## config.mk

```make
export PLATFORM = sky130hd
export DESIGN_NAME = multicycle_control
export DESIGN_NICKNAME = d
export VERILOG_FILES = /design/src/rtl/multicycle_control.sv
export SDC_FILE = /design/constraint.sdc
export NUM_CORES = 1
export LEC_CHECK = 0
export CAP_MARGIN = 20
export CORE_ASPECT_RATIO = 1.75
export CORE_UTILIZATION = 45
export CTS_BUF_LIST = sky130_fd_sc_hd__clkbuf_8
export DETAILED_ROUTE_END_ITERATION = 6
export PLACE_DENSITY = 0.77
export SLEW_MARGIN = 20
export SYNTH_ARGS = -nofsm -noshare
export SYNTH_HDL_FRONTEND = slang
export SYNTH_SLANG_ARGS = --single-unit
```

## constraint.sdc

```tcl
create_clock -name clk -period 3 [get_ports clk]
set_input_delay 0.3 -clock clk [delete_from_list [all_inputs] [get_ports clk]]
set_output_delay 0.3 -clock clk [all_outputs]
set_load 0.02 [all_outputs]
```

## src/rtl/multicycle_control.sv

```systemverilog
// Moore control FSM for a shared-memory multi-cycle MIPS datapath.
// Steps fetch/decode/execute/memory/writeback, stalls on mem_ready, flags bad opcodes and memory timeouts.
module multicycle_control #(
  parameter int unsigned MAX_WAIT = 8
) (
  input  logic       clk,
  input  logic       reset,
  input  logic [5:0] op,
  input  logic       zero,
  input  logic       mem_ready,
  output logic       pc_en,
  output logic       iord,
  output logic       mem_read,
  output logic       mem_write,
  output logic       ir_write,
  output logic       reg_dst,
  output logic       memto_reg,
  output logic       reg_write,
  output logic       alu_src_a,
  output logic [1:0] alu_src_b,
  output logic [1:0] alu_op,
  output logic [1:0] pc_src,
  output logic [3:0] state,
  output logic       illegal_op,
  output logic       mem_timeout
);
  localparam int unsigned CW = 8;

  localparam logic [5:0] OP_R    = 6'b000000;
  localparam logic [5:0] OP_LW   = 6'b100011;
  localparam logic [5:0] OP_SW   = 6'b101011;
  localparam logic [5:0] OP_BEQ  = 6'b000100;
  localparam logic [5:0] OP_BNE  = 6'b000101;
  localparam logic [5:0] OP_ADDI = 6'b001000;
  localparam logic [5:0] OP_J    = 6'b000010;

  typedef enum logic [3:0] {
    FETCH  = 4'd0,  DECODE = 4'd1,  MEMADR = 4'd2,  MEMRD  = 4'd3,
    MEMWB  = 4'd4,  MEMWR  = 4'd5,  EXEC   = 4'd6,  ALUWB  = 4'd7,
    BRANCH = 4'd8,  ADDIEX = 4'd9,  ADDIWB = 4'd10, JUMP   = 4'd11
  } state_t;

  state_t        st, nxt;
  logic [CW-1:0] wait_cnt;
  logic          waiting, limit, bad_op;

  // A memory state without mem_ready this cycle; limit is the last allowed wait cycle.
  always_comb begin
    waiting = ((st == FETCH) || (st == MEMRD) || (st == MEMWR)) && !mem_ready;
    limit   = waiting && (wait_cnt == CW'(MAX_WAIT - 1));
  end

  always_comb begin
    nxt    = st;
    bad_op = 1'b0;
    case (st)
      FETCH:  if (mem_ready) nxt = DECODE;
      DECODE: begin
        case (op)
          OP_R:          nxt = EXEC;
          OP_LW, OP_SW:  nxt = MEMADR;
          OP_BEQ, OP_BNE: nxt = BRANCH;
          OP_ADDI:       nxt = ADDIEX;
          OP_J:          nxt = JUMP;
          default: begin
            nxt    = FETCH;
            bad_op = 1'b1;
          end
        endcase
      end
      MEMADR: nxt = (op == OP_LW) ? MEMRD : MEMWR;
      MEMRD: begin
        if (mem_ready)  nxt = MEMWB;
        else if (limit) nxt = FETCH;
      end
      MEMWR:  if (mem_ready || limit) nxt = FETCH;
      EXEC:   nxt = ALUWB;
      ADDIEX: nxt = ADDIWB;
      default: nxt = FETCH;
    endcase
  end

  always_ff @(posedge clk or posedge reset) begin
    if (reset) begin
      st          <= FETCH;
      wait_cnt    <= '0;
      illegal_op  <= 1'b0;
      mem_timeout <= 1'b0;
    end else begin
      st          <= nxt;
      wait_cnt    <= (waiting && !limit) ? wait_cnt + CW'(1) : '0;
      illegal_op  <= illegal_op | bad_op;
      mem_timeout <= mem_timeout | limit;
    end
  end

  // Moore decode; FETCH load enables also follow mem_ready and are held off while reset is asserted.
  always_comb begin
    pc_en     = 1'b0;
    iord      = 1'b0;
    mem_read  = 1'b0;
    mem_write = 1'b0;
    ir_write  = 1'b0;
    reg_dst   = 1'b0;
    memto_reg = 1'b0;
    reg_write = 1'b0;
    alu_src_a = 1'b0;
    alu_src_b = 2'b00;
    alu_op    = 2'b00;
    pc_src    = 2'b00;
    case (st)
      FETCH: begin
        mem_read  = 1'b1;
        alu_src_b = 2'b01;
        ir_write  = mem_ready && !reset;
        pc_en     = mem_ready && !reset;
      end
      DECODE: alu_src_b = 2'b11;
      MEMADR, ADDIEX: begin
        alu_src_a = 1'b1;
        alu_src_b = 2'b10;
      end
      MEMRD: begin
        mem_read = 1'b1;
        iord     = 1'b1;
      end
      MEMWB: begin
        reg_write = 1'b1;
        memto_reg = 1'b1;
      end
      MEMWR: begin
        mem_write = 1'b1;
        iord      = 1'b1;
      end
      EXEC: begin
        alu_src_a = 1'b1;
        alu_op    = 2'b10;
      end
      ALUWB: begin
        reg_write = 1'b1;
        reg_dst   = 1'b1;
      end
      BRANCH: begin
        alu_src_a = 1'b1;
        alu_op    = 2'b01;
        pc_src    = 2'b01;
        pc_en     = (op == OP_BNE) ? !zero : zero;
      end
      ADDIWB: reg_write = 1'b1;
      JUMP: begin
        pc_src = 2'b10;
        pc_en  = 1'b1;
      end
      default: ;
    endcase
  end

  assign state = st;

endmodule

```

==> qor.yml <==
run_status:
  outcome: "completed"
place:
  routabilityCongestion: 0.8020
  io_buffers: 30
  hpwl_microns: 1979
die:
  ios: 31
  dieArea_sq_mm: 0.002474
  core_area_sq_mm: 0.002120
  rows: 22
  initial_utilization: 0.4823
  die_y_microns: 65.05
  die_width_microns: 38.03
drt:
  routed_via_density: 5.859
  vias: 1037
  finalWirelength_microns: 2508
  routedWlPerCell_microns: 14.17
  drt_iter0_drc: 23
  ant_nets: 0
  drt_pass1_iterations: 4
  drc_errors: 0
global_route:
  grt_pass1_wl_microns: 3912
  antenna_found_initial: 0
  grt_max_degree: 19
  grt_usage: 0.2156
  grt_pass1_vias: 965
  grt_overflow_total: 0
synth:
  yosysWarnings: 0
  seq_area_frac_synth: 0.3427
  post_synth_inst_count: 124
  synth_edf_count: 0
  synth_seq_cells: 14
  syn-cell-area_sq_mm: 0.001022
  yosysUniqueCellTypes: 38
  synthesis.nets: 135
  synth_ff_type: "dfrtp_1"
  syn_avg_cell_area_sq_um: 8.244
  synth_async_sr_flop_share: 1.000
finish:
  drive_above_1_share: 0.06536
  synthToLayoutAreaGrowth_pct: 34.76
  nets: 166
  diodes: 0
sta:
  fmax_mhz: 381.9
  max-slew-margin-rel: 0.6190
  holdWs_ns: 0.4501
  worst_pin_slew_ns: 0.5715
  report.final.slew_viol_count: 0
  setup_violations: 0
  fin_crit_sh: 0.8729
  fin_setup_tns_ns: 0
  rsz0062_at_grt: "no"
  hold_violations: 0
  period_needed_ns: 2.619
  clock_skew_ns: 0.0003813
clock_network:
  clk_path_buf_depth: 2
  post-cts-setup-buffers: 0
  cts_sinks: 14
  root_buffer: "clkbuf_8"
  h-tree-depth: 1
  insertion_delay_ns: 0.24
  cts_resized: 0
  clkTransAtPathRegs_ns: 0.05
  holdBufCountCts: 0
  numCtsBuffers: 3
  cts_tree: "built"
power_and_ir_drop:
  p_total_mw: 1.062
  ir_drop_uv: 561.7
  power.density_mw_per_mm2: 771.2
  p_leak_nw: 0.5644
critical_path:
  end_kind: "primary output"
  critPathRequiredTime_ns: 2.70
  path_class: "register to primary output"
  worstPathArrival_ns: 2.32
  setup.worst_path.start_class: "register"
  path_max_fanout: 18
job:
  drv_cap: 0
worst_hold_path:
  holdCritPathClass: "primary input to async pin"
==> Yosys cell counts, types with 2 or more instances <==
master | n | share of area
and3_1 | 4 | 0.024
nand3_1 | 9 | 0.044
nand2b_1 | 3 | 0.018
nor2_1 | 15 | 0.055
nor3b_1 | 2 | 0.015
buf_2 | 4 | 0.020
a21oi_1 | 6 | 0.029
inv_1 | 4 | 0.015
o31ai_1 | 2 | 0.015
nor4b_2 | 2 | 0.029
dfrtp_1 | 14 | 0.34
nand2_1 | 5 | 0.018
nor3_1 | 14 | 0.069
nor4b_1 | 2 | 0.017
or2_1 | 2 | 0.012
or3_1 | 2 | 0.012
clkbuf_1 | 2 | 0.0073
xnor2_1 | 3 | 0.026
o22ai_1 | 2 | 0.012
xor2_1 | 7 | 0.060
o21ai_0 | 3 | 0.015
==> cells by family after synthesis <==
kind of cell,after synthesis,synth area share
compound gates,22,0.1420
xor+xnor,10,0.08569
buf+inv,11,0.05263
fa+ha+maj,1,0.01224
flops,14,0.3427
simple gates,66,0.3648
==> power by group <==
part	internal [mW]	total (mW)	switching [mW]
clock	0.0882	0.143	0.0553
combinational	0.292	0.638	0.346
sequential	0.217	0.281	0.0637
==> per-stage QoR <==
step | setup WS [ns] | instance area [sq um] | utilization | instances
global placement | 0.3507 | 1336 | 0.6305 | 174
detailed placement | 0.3520 | 1336 | 0.6305 | 174
global route | 0.2185 | 1378 | 0.6499 | 177
CTS | 0.3441 | 1378 | 0.6499 | 177
floorplan | 0.9226 | 1022 | - | 124
finish | 0.3813 | 1378 | 0.6499 | 177
==> final cells by class <==
| class | instances | area [sq um] |
|---|---|---|
| sequential | 14 | 350.3 |
| tap | 24 | 30.03 |
| fill | 196 | 742.0 |
| inverter | 4 | 15.01 |
| timing repair buffer | 33 | 322.8 |
| clock buffer | 3 | 41.29 |
| multi-input combinational | 99 | 618.1 |
==> sequential cells by signal, summed over array words and instances (netlist names) <==
signal       flops
illegal_op       1
mem_timeout      1
state            4
wait_cnt         8
==> final timing paths <==
path	from	to	slack (ns)	depth (start not counted)
hold reg to reg	mem_timeout$_DFF_PP0_	mem_timeout$_DFF_PP0_	0.46	1
hold / removal	reset	wait_cnt[7]$_DFF_PP0_	0.45	2
setup / recovery	state[1]$_DFFE_PP0P_	pc_en	0.38	4
min in group clk	mem_timeout$_DFF_PP0_	mem_timeout$_DFF_PP0_	0.46	1
max in group asynchronous	reset	wait_cnt[3]$_DFF_PP0_	2.21	2
setup reg to reg	wait_cnt[0]$_DFF_PP0_	state[2]$_DFFE_PP0P_	1.25	5
==> layer usage <==
metal / vias to the layer above / global-route usage / share of wire
met5: - / 0 / 0
met4: 0 / 0.09375 / 0.022
met3: 7 / 0.01370 / 0.033
met2: 24 / 0.4237 / 0.58
met1: 495 / 0.2065 / 0.36
li1: 511 / - / -
==> critical path, cell delays in order (launching register included) <==
cell             delay [ns]
dfrtp_1                0.58
or4_4                  0.53
nor3b_2                0.24
a211o_1                0.13
clkdlybuf4s50_1        0.59
==> placed cells by master (no fill, tap or decap), types with 2 or more instances in the layout <==
master and count:
or2_1 2, nor4b_2 2, clkbuf_8 3, nor2_1 15
inv_1 4, dfrtp_1 14, nand2_1 5, o22ai_1 2
nor3b_1 2, and3_1 4, xnor2_1 3, or3_1 2
o31ai_1 2, clkdlybuf4s50_1 30, nand2b_1 3, o21ai_0 3
nor4b_1 2, xor2_1 7, a21oi_1 6, buf_4 3
nand3_1 9, nor3_1 14
Note: power is estimated with default switching activity, not from simulation.
==> RTL change: new RTL, same flow settings <==
Register the output `mem_timeout` once more, with the module's reset; this adds one clock of latency there. The other outputs are not delayed to match.
--- a/src/rtl/multicycle_control.sv
+++ b/src/rtl/multicycle_control.sv
@@ -39,6 +39,8 @@
     MEMWB  = 4'd4,  MEMWR  = 4'd5,  EXEC   = 4'd6,  ALUWB  = 4'd7,
     BRANCH = 4'd8,  ADDIEX = 4'd9,  ADDIWB = 4'd10, JUMP   = 4'd11
   } state_t;
+
+  logic mem_timeout_s0;
 
   state_t        st, nxt;
   logic [CW-1:0] wait_cnt;
@@ -85,12 +87,12 @@
       st          <= FETCH;
       wait_cnt    <= '0;
       illegal_op  <= 1'b0;
-      mem_timeout <= 1'b0;
+      mem_timeout_s0 <= 1'b0;
     end else begin
       st          <= nxt;
       wait_cnt    <= (waiting && !limit) ? wait_cnt + CW'(1) : '0;
       illegal_op  <= illegal_op | bad_op;
-      mem_timeout <= mem_timeout | limit;
+      mem_timeout_s0 <= mem_timeout_s0 | limit;
     end
   end
 
@@ -157,5 +159,13 @@
 
   assign state = st;
 
+  always_ff @(posedge clk or posedge reset) begin
+    if (reset) begin
+      mem_timeout <= '0;
+    end else begin
+      mem_timeout <= mem_timeout_s0;
+    end
+  end
+
 endmodule
 
Function: changed (a bounded check fails within 10 cycles, from zero or initial values and one cycle with reset high).
==> RTL change against the unedited design <==
  * Synthesized area rose by 2.2%
  * Total power rose by 5.0%
  * Count of clock-buffer cells in the layout unchanged
  * Setup slack worse by 0.082 ns
  * First-iteration DRC count stayed put
  * Critical path type is now in2out
  * Sequential cell count is 1 higher
  * Global-route usage grew 2.3 points
  * Die area is 2.1% higher
  * Final area rose by 3.1%
  * Routed wire length up 7.9%
==> RTL change: results <==
export IMPL_grt_use_met3_pct=3.04
export IMPL_hold_depth=0
export IMPL_ys_seq_area_share_pct=35.9
export IMPL_synth_area_per_cell_um2=8.36
export IMPL_met1_usage_pct=24.8
export IMPL_status="finished clean"
export IMPL_hold_path_class="reg2reg"
export IMPL_reg2reg_depth=5
export IMPL_synth_area_leaders="dfrtp_1 (36%), nor3_1 (6.7%), xor2_1 (5.9%)"
export IMPL_wl_per_cell_um=15.0
export IMPL_synth_nets=136
export IMPL_cp_slowest_stage_delay_ns=0.53
export IMPL_grt_max_degree=17
export IMPL_ctsResizeCount=0
export IMPL_place_congestion=0.839
export IMPL_holdWs_ns=0.382
export IMPL_dr_wl_met2_mm=1.49
export IMPL_multi_input_area_share_pct=43.4
export IMPL_wl_met1_mm=1.04
export IMPL_relSlewSlack_pct=61.8
export IMPL_fin_worst_skew_ns=0.00190
export IMPL_path_clk_slew_ns=0.06
export IMPL_r2r_slack_ns=1.10
export IMPL_cp_startpoint="op[5]"
export IMPL_dr_wl_met3_um=117
export IMPL_placed_cells=177
export IMPL_bufAreaShareNonClock_pct=23.8
export IMPL_vias=1054
export IMPL_async_flop_share_pct=100
export IMPL_drive_above_1_share_pct=8.28
export IMPL_grt_pass1_wl_mm=4.33
export IMPL_yosys_top_cells_count="dfrtp_1 (15), nor2_1 (15), nor3_1 (14)"
export IMPL_grt_usage_pct=23.9
export IMPL_critical_path_peak_fanout=5
export IMPL_fmax_mhz=370
export IMPL_use_met2_pct=43.2
export IMPL_n_fill_cell=177
export IMPL_cts_sinks=15
export IMPL_nets=169
export IMPL_syn_to_final_growth_pct=35.9
export IMPL_vias_per_cell=5.82
export IMPL_ir_worst_vdd_v=0.000510
export IMPL_cp_top_family="buffers and inverters"
export IMPL_regArea_um2=375
export IMPL_top_register="wait_cnt"
export IMPL_preCtsSetupSlack_ns=0.232
export IMPL_placed_area_mm2=0.00138
export IMPL_hpwl_mm=2.08
export IMPL_switching_power_mw=0.488
export IMPL_ys_types=39
export IMPL_grt_pass1_vias=1022
export IMPL_leakagePower_nw=0.587
export IMPL_n_all_buffers=35
export IMPL_reg2reg_to="state[0]"
export IMPL_ys_flop_type="dfrtp_1"
export IMPL_clk_share_pct=3.17
RTL change: cell types whose count changed after synthesis, sizes merged:
| cell | before | now |
|---|---|---|
| buf | 5 | 4 |
| clkbuf | 2 | 3 |
| dfrtp | 14 | 15 |
RTL change: kinds of logic after synthesis:
| family | Yosys count | synth area share (%) |
|---|---|---|
| AND/OR/NAND/NOR | 66 | 35.1 |
| AO/OA/AOI/OAI | 22 | 14.4 |
| flip-flops | 15 | 35.9 |
| buffers and inverters | 11 | 5.03 |
| XOR/XNOR | 10 | 8.38 |
| adder cells (fa/ha/maj) | 1 | 1.20 |
RTL change: power groups by stage:
stage	clock, mW	combinational (mW)	sequential, mW
after floorplan	0	0.418	0.281
after global placement	0	0.688	0.262
after detailed placement	0	0.692	0.264
after CTS	0.159	0.699	0.260
after global routing	0.169	0.757	0.264
final	0.157	0.698	0.261
